### src/rtl/output_port_demux_pkg.sv
// Shared definitions for the output port demux: IOQ header field positions,
// the header ctrl tag and the packet-steering FSM encoding.
package output_port_demux_pkg;

  // Bit offset of the one-hot destination bitmap inside the IOQ module header word.
  localparam int IOQ_DST_PORT_POS = 0;

  // Ctrl byte tagging the IOQ module header word.
  localparam logic [7:0] IO_QUEUE_STAGE_NUM_DEFAULT = 8'hff;

  typedef enum logic [1:0] {
    ST_SOP  = 2'd0,
    ST_FWD  = 2'd1,
    ST_DROP = 2'd2
  } demux_state_e;

  // A non-zero ctrl word only closes a packet once payload (ctrl==0) has been seen;
  // before that it is another module header.
  function automatic logic ends_packet(input logic ctrl_is_zero, input logic in_pkt);
    return !ctrl_is_zero && in_pkt;
  endfunction

endpackage

### src/rtl/output_port_demux_small_fifo.sv
// Small first-word-fall-through FIFO: dout always shows the head word, rd_en pops it.
// Active-high asynchronous reset flushes the pointers; storage is not cleared.
module output_port_demux_small_fifo #(
  parameter int WIDTH          = 72,
  parameter int MAX_DEPTH_BITS = 2
) (
  input  logic             clk,
  input  logic             reset,
  input  logic [WIDTH-1:0] din,
  input  logic             wr_en,
  input  logic             rd_en,
  output logic [WIDTH-1:0] dout,
  output logic             nearly_full,
  output logic             empty
);

  localparam int DEPTH = 1 << MAX_DEPTH_BITS;
  localparam logic [MAX_DEPTH_BITS:0] FULL_COUNT   = (MAX_DEPTH_BITS + 1)'(DEPTH);
  localparam logic [MAX_DEPTH_BITS:0] NEARLY_COUNT = (MAX_DEPTH_BITS + 1)'(DEPTH - 1);

  logic [WIDTH-1:0]          mem [DEPTH];
  logic [MAX_DEPTH_BITS-1:0] wr_ptr;
  logic [MAX_DEPTH_BITS-1:0] rd_ptr;
  logic [MAX_DEPTH_BITS:0]   count;
  logic                      full;
  logic                      do_wr;
  logic                      do_rd;

  assign empty       = (count == '0);
  assign full        = (count == FULL_COUNT);
  assign nearly_full = (count >= NEARLY_COUNT);
  // A write into a full FIFO is discarded rather than corrupting the head.
  assign do_wr       = wr_en && !full;
  assign do_rd       = rd_en && !empty;
  assign dout        = mem[rd_ptr];

  always_ff @(posedge clk) begin
    if (do_wr) begin
      mem[wr_ptr] <= din;
    end
  end

  always_ff @(posedge clk or posedge reset) begin
    if (reset) begin
      wr_ptr <= '0;
      rd_ptr <= '0;
      count  <= '0;
    end else begin
      if (do_wr) begin
        wr_ptr <= wr_ptr + 1'b1;
      end
      if (do_rd) begin
        rd_ptr <= rd_ptr + 1'b1;
      end
      case ({do_wr, do_rd})
        2'b10:   count <= count + 1'b1;
        2'b01:   count <= count - 1'b1;
        default: count <= count;
      endcase
    end
  end

endmodule

### src/rtl/output_port_demux.sv
// Output port demux: steers each packet to the output queues named in its IOQ header
// bitmap (unicast or replicated), drops packets without a usable header, counts both.
module output_port_demux
  import output_port_demux_pkg::*;
#(
  parameter int                    DATA_WIDTH         = 64,
  parameter int                    CTRL_WIDTH         = DATA_WIDTH / 8,
  parameter int                    NUM_OUTPUT_QUEUES  = 8,
  parameter logic [CTRL_WIDTH-1:0] IO_QUEUE_STAGE_NUM = CTRL_WIDTH'(IO_QUEUE_STAGE_NUM_DEFAULT),
  parameter int                    FIFO_DEPTH_BITS    = 2
) (
  input  logic                         clk,
  input  logic                         reset,
  input  logic [DATA_WIDTH-1:0]        in_data,
  input  logic [CTRL_WIDTH-1:0]        in_ctrl,
  input  logic                         in_wr,
  output logic                         in_rdy,
  output logic [DATA_WIDTH-1:0]        out_data,
  output logic [CTRL_WIDTH-1:0]        out_ctrl,
  output logic [NUM_OUTPUT_QUEUES-1:0] out_wr,
  input  logic [NUM_OUTPUT_QUEUES-1:0] out_rdy,
  output logic [31:0]                  num_pkts_fwd,
  output logic [31:0]                  num_pkts_drop,
  output demux_state_e                 dbg_state
);

  // Handshake: upstream may assert in_wr only while in_rdy is high (in_rdy is
  // registered-derived, so sampling it before the edge is safe); a queue accepts a
  // word on the cycle its out_wr bit is high, and out_wr is only raised for a word
  // popped while every selected queue showed out_rdy.

  localparam int FIFO_WIDTH = CTRL_WIDTH + DATA_WIDTH;

  demux_state_e                 state;
  demux_state_e                 state_nxt;
  logic [NUM_OUTPUT_QUEUES-1:0] dst_mask;
  logic [NUM_OUTPUT_QUEUES-1:0] dst_mask_nxt;
  logic                         in_pkt;
  logic                         in_pkt_nxt;

  logic [FIFO_WIDTH-1:0]        head_word;
  logic [DATA_WIDTH-1:0]        head_data;
  logic [CTRL_WIDTH-1:0]        head_ctrl;
  logic [NUM_OUTPUT_QUEUES-1:0] head_dst;
  logic                         fifo_empty;
  logic                         fifo_nearly_full;

  logic                         pop;
  logic                         fwd_pop;
  logic                         fwd_inc;
  logic                         drop_inc;

  output_port_demux_small_fifo #(
    .WIDTH          (FIFO_WIDTH),
    .MAX_DEPTH_BITS (FIFO_DEPTH_BITS)
  ) u_in_fifo (
    .clk         (clk),
    .reset       (!reset),
    .din         ({in_ctrl, in_data}),
    .wr_en       (in_wr),
    .rd_en       (pop),
    .dout        (head_word),
    .nearly_full (fifo_nearly_full),
    .empty       (fifo_empty)
  );

  assign head_data = head_word[DATA_WIDTH-1:0];
  assign head_ctrl = head_word[DATA_WIDTH +: CTRL_WIDTH];
  assign head_dst  = head_data[IOQ_DST_PORT_POS +: NUM_OUTPUT_QUEUES];
  assign in_rdy    = !fifo_nearly_full;
  assign dbg_state = state;

  always_comb begin
    state_nxt    = state;
    dst_mask_nxt = dst_mask;
    in_pkt_nxt   = in_pkt;
    pop          = 1'b0;
    fwd_pop      = 1'b0;
    fwd_inc      = 1'b0;
    drop_inc     = 1'b0;

    case (state)
      ST_SOP: begin
        // Decide from the peeked head; the header itself is popped later in FWD/DROP.
        if (!fifo_empty) begin
          if (head_ctrl == IO_QUEUE_STAGE_NUM) begin
            dst_mask_nxt = head_dst;
            if (head_dst != '0) begin
              state_nxt = ST_FWD;
            end else begin
              state_nxt = ST_DROP;
              drop_inc  = 1'b1;
            end
          end else begin
            state_nxt = ST_DROP;
            drop_inc  = 1'b1;
          end
        end
      end
      ST_FWD: begin
        // All selected queues advance together or not at all.
        pop     = !fifo_empty && ((out_rdy & dst_mask) == dst_mask);
        fwd_pop = pop;
      end
      ST_DROP: begin
        pop = !fifo_empty;
      end
      default: begin
        state_nxt = ST_SOP;
      end
    endcase

    if (pop) begin
      if (head_ctrl == '0) begin
        in_pkt_nxt = 1'b1;
      end else if (ends_packet(1'b0, in_pkt)) begin
        in_pkt_nxt = 1'b0;
        state_nxt  = ST_SOP;
        fwd_inc    = (state == ST_FWD);
      end
    end
  end

  always_ff @(posedge clk or negedge reset) begin
    if (!reset) begin
      state         <= ST_SOP;
      dst_mask      <= '0;
      in_pkt        <= 1'b0;
      out_wr        <= '0;
      out_data      <= '0;
      out_ctrl      <= '0;
      num_pkts_fwd  <= '0;
      num_pkts_drop <= '0;
    end else begin
      state    <= state_nxt;
      dst_mask <= dst_mask_nxt;
      in_pkt   <= in_pkt_nxt;
      out_wr   <= {NUM_OUTPUT_QUEUES{fwd_pop}} & dst_mask;
      // Shared bus holds the last forwarded word through stalls and drops.
      if (fwd_pop) begin
        out_data <= head_data;
        out_ctrl <= head_ctrl;
      end
      if (fwd_inc) begin
        num_pkts_fwd <= num_pkts_fwd + 32'd1;
      end
      if (drop_inc) begin
        num_pkts_drop <= num_pkts_drop + 32'd1;
      end
    end
  end

endmodule
### config.mk
export PLATFORM = sky130hd
export DESIGN_NAME = output_port_demux
export DESIGN_NICKNAME = d
export VERILOG_FILES = /design/src/rtl/output_port_demux_pkg.sv /design/src/rtl/output_port_demux_small_fifo.sv /design/src/rtl/output_port_demux.sv
export SDC_FILE = /design/constraint.sdc
export NUM_CORES = 1
export LEC_CHECK = 0
export CORE_MARGIN = 1
export CORE_UTILIZATION = 35
export CTS_CLUSTER_DIAMETER = 60
export DETAILED_ROUTE_END_ITERATION = 8
export GPL_TIMING_DRIVEN = 0
export PLACE_DENSITY_LB_ADDON = 0.05
export SLEW_MARGIN = 20
export SYNTH_ARGS = -nofsm -noshare
export SYNTH_HDL_FRONTEND = slang
export SYNTH_SLANG_ARGS = --single-unit
### constraint.sdc
create_clock -name clk -period 4 [get_ports clk]
set_input_delay 0.8 -clock clk [delete_from_list [all_inputs] [get_ports clk]]
set_output_delay 0.8 -clock clk [all_outputs]
set_load 0.005 [all_outputs]
==> impl_metrics.toml <==
[clock_network]
cts_buffer_depth = 3
cts-htree-levels = 2
cts_tree = "built"
cts_setup_buffers = 0
cts-root-buf = "clkbuf_16"
clock_sinks = 450
cts-resized-gates = 0
insertion_delay_ns = 0.58
cts_hold_buffers = 0
numCtsBuffers = 52
clkSlewWorstSetupHoldPaths_ns = 0.06

[power_and_ir_drop]
netSwitchingFraction_pct = 26.63
powerDensity_nw_per_um2 = 588.8
p_int_mw = 9.833
p_switching_mw = 3.569
pwr-share-seq_pct = 43.9
p_leak_nw = 8.669
peakVddDrop_mv = 0.3498
clkPwrFrac_pct = 35.0
comb_power_share_pct = 21.1

[global_routing]
antenna_found_initial = 4
grt_overflow_total = 0
grt_use_total_pct = 16.53
first_global_vias = 10010
grt_max_degree = 62
grt_pass1_wl_mm = 62.82

[sta]
fin_setup_tns_ns = 0
clock_skew_ns = 0.009376
setup_violations = 0
max_freq_mhz = 325.9
relSlewSlack_pct = 26.21
finalMaxSlewViolations = 0
worst_pin_slew_ns = 1.107
final.setup.worst_slack_ns = 0.9318
period_minus_slack_ns = 3.068
rsz0062_at_grt = "no"
final.period_utilization_pct = 76.71
hold_violations = 0

[synth]
avgSynthCellArea_um2 = 18.42
synth_seq_cells = 450
synth_cells = 962
yosysTopAreaCell = "edfxtp_1"
syn_area_um2 = 17720
synth_fp_nets = 1056
synth_edf_count = 288
synth_cell_types = 47
synth_common_cells = "edfxtp_1 (288), dfrtp_1 (162), mux4_2 (72), xor2_1 (61), mux2_2 (51)"
synthFlopType = "edfxtp_1"
yosys-top-cells-area = "edfxtp_1 (49%), dfrtp_1 (23%), mux4_2 (9.1%)"
synth_most_common_cell = "edfxtp_1"
synth-seq-area-share_pct = 71.66
ys_async_sr_fraction_pct = 36.00
yosysWarnings = 0
yosysTopAreaCellShare_pct = 48.79

[drt]
wl_mm = 41.76
dr.pass1.iters = 5
drt_iter0_drc = 581
vias = 9600
ant_nets = 0
viasPerCell = 4.881
wl_per_cell_um = 21.23
remaining_drc_errors = 0

[worst_setup_path]
crit_type = "in2reg"
crit_path_top_delay_cell = "o41a_1"
path_buf_inv = 2
r2r_cells = 11
path_delay_family = "simple AND/OR/NAND/NOR gates"
cp-end-kind = "flip-flop"
cp_common_cell = "xor2_1"
worstPathArrival_ns = 3.57
critPathMaxStageDelay_ns = 0.59
rrSetupSlack_ns = 0.94
r2r-end = "u_in_fifo.count[2]"
crit_path_start = "out_rdy[6]"
cp-start-kind = "primary input"
critPathRequiredTime_ns = 4.51
crit_cells = 11
crit_fanout = 7
r2r_start = "u_in_fifo.count[0]"
crit_chain = "clkdlybuf4s50_1, nand2b_1, nand3_1, o41a_1, nor2b_1, ha_1, inv_1, fa_1, xor2_1, nor2_1, xor2_1"

[outcome]
status = "complete, no violations"

[floorplanning]
rows = 82
io_pins = 230
core-area_um2 = 50070
die_h_um = 227.0
die_area_um2 = 51540
die_w_um = 227.0
initial_utilization_pct = 35.40

[final_layout]
stdcell_area_um2 = 22760
nFillCells = 4487
final_nets = 1348
syn_to_final_growth_pct = 28.41
drive_gt1_share_pct = 19.47

[placement]
globalplace.congestion = 0.7528
place_area_um2 = 21070
portBuffers = 229
post-place-ws_ns = 0.3508
hpwl_mm = 27.00

[flow_run]
max-cap-violations = 0

[worst_hold_path]
hp-class = "in2async"
[stage by stage]
step | instances | util, % | total power, mW | hold WS (ns)
after floorplan | 962 | - | 7.808 | 0.4536
after global placement | 1863 | 41.66 | 8.870 | 0.4566
after detailed placement | 1872 | 42.09 | 8.911 | 0.4648
after CTS | 1966 | 45.45 | 13.66 | 0.1119
after global routing | 1966 | 45.45 | 14.05 | 0.1280
final | 1967 | 45.46 | 13.40 | 0.1232
[logic make-up after synthesis]
logic type | share of synthesized area (%)
compound gates | 0.5154
xor+xnor | 3.360
fa+ha+maj | 0.8189
buf+inv | 1.652
flops | 71.66
mux | 14.29
simple gates | 7.702
[worst register-to-register path, stage by stage (launching register included)]
cell	delay (ns)
dfrtp_1	0.40
or3_1	0.13
clkbuf_1	0.24
nand3_1	0.17
o41a_1	0.59
nor2b_1	0.36
ha_1	0.24
inv_1	0.06
fa_1	0.37
xor2_1	0.15
nor2_1	0.11
xor2_1	0.15
[per-layer routing]
metal	part of all wire [%]	vias to the layer above	track usage [%]
met2	48	228	27.16
li1	-	4358	-
met5	0.050	-	0
met1	43	4946	21.53
met3	6.2	64	4.130
met4	2.1	4	5.174
[state kept, by name (all words and copies together) (netlist names)]
name	flops
u_in_fifo.rd_ptr	2
u_in_fifo.count	3
in_pkt	1
num_pkts_drop	32
u_in_fifo.mem	288
num_pkts_fwd	32
u_in_fifo.wr_ptr	2
dst_mask	8
out_wr	8
out_ctrl	8
out_data	64
dbg_state	2
[cells in the final DEF (no fill, tap or decap), types with 5 or more instances in the layout]
cell type / n
edfxtp_1: 288
clkdlybuf4s50_1: 228
dfrtp_1: 162
mux4_2: 72
xor2_1: 61
clkbuf_16: 53
mux2_2: 51
clkbuf_1: 34
mux2_1: 29
nor4b_1: 29
nand4_1: 28
nand3_1: 27
nand2_1: 23
inv_1: 18
buf_2: 16
nor3_1: 14
nor4_2: 14
and3_1: 11
and2_1: 11
ha_1: 10
buf_1: 9
nor2_1: 9
xnor2_1: 7
clkinv_1: 6
nor4b_2: 5
bufinv_16: 5
clkbuf_8: 5
[power groups by stage]
stage | clock [mW] | sequential [mW] | combinational, mW
global placement | 0 | 6.06 | 2.80
global route | 5.00 | 5.94 | 3.11
detailed placement | 0 | 5.98 | 2.93
CTS | 4.83 | 5.90 | 2.94
floorplan | 0 | 5.97 | 1.84
finish | 4.69 | 5.89 | 2.82
[how the worst max path moves through the flow]
stage                          endpoint  slack [ns]
floorplan           u_in_fifo.mem[0][0]        0.62
global placement           out_data[56]       -6.00
detailed placement   u_in_fifo.count[2]        0.35
CTS                        out_data[44]        0.82
global route         u_in_fifo.count[2]        0.69
finish               u_in_fifo.count[2]        0.93
[cell type report]
| class | instances | area, um^2 | area share, % |
|---|---|---|---|
| clock inverters | 19 | 224.0 | 0.9840 |
| well taps | 672 | 840.8 | 3.694 |
| multi-input cells | 447 | 4746 | 20.85 |
| repair buffers | 238 | 2492 | 10.95 |
| clock buffers | 75 | 1459 | 6.410 |
| flip-flops and latches | 450 | 12700 | 55.81 |
| plain buffers | 47 | 226.5 | 0.9950 |
| inverters | 18 | 67.56 | 0.2968 |
| diodes | 1 | 2.502 | 0.01099 |
No activity file was read; power rests on OpenSTA's default activity.
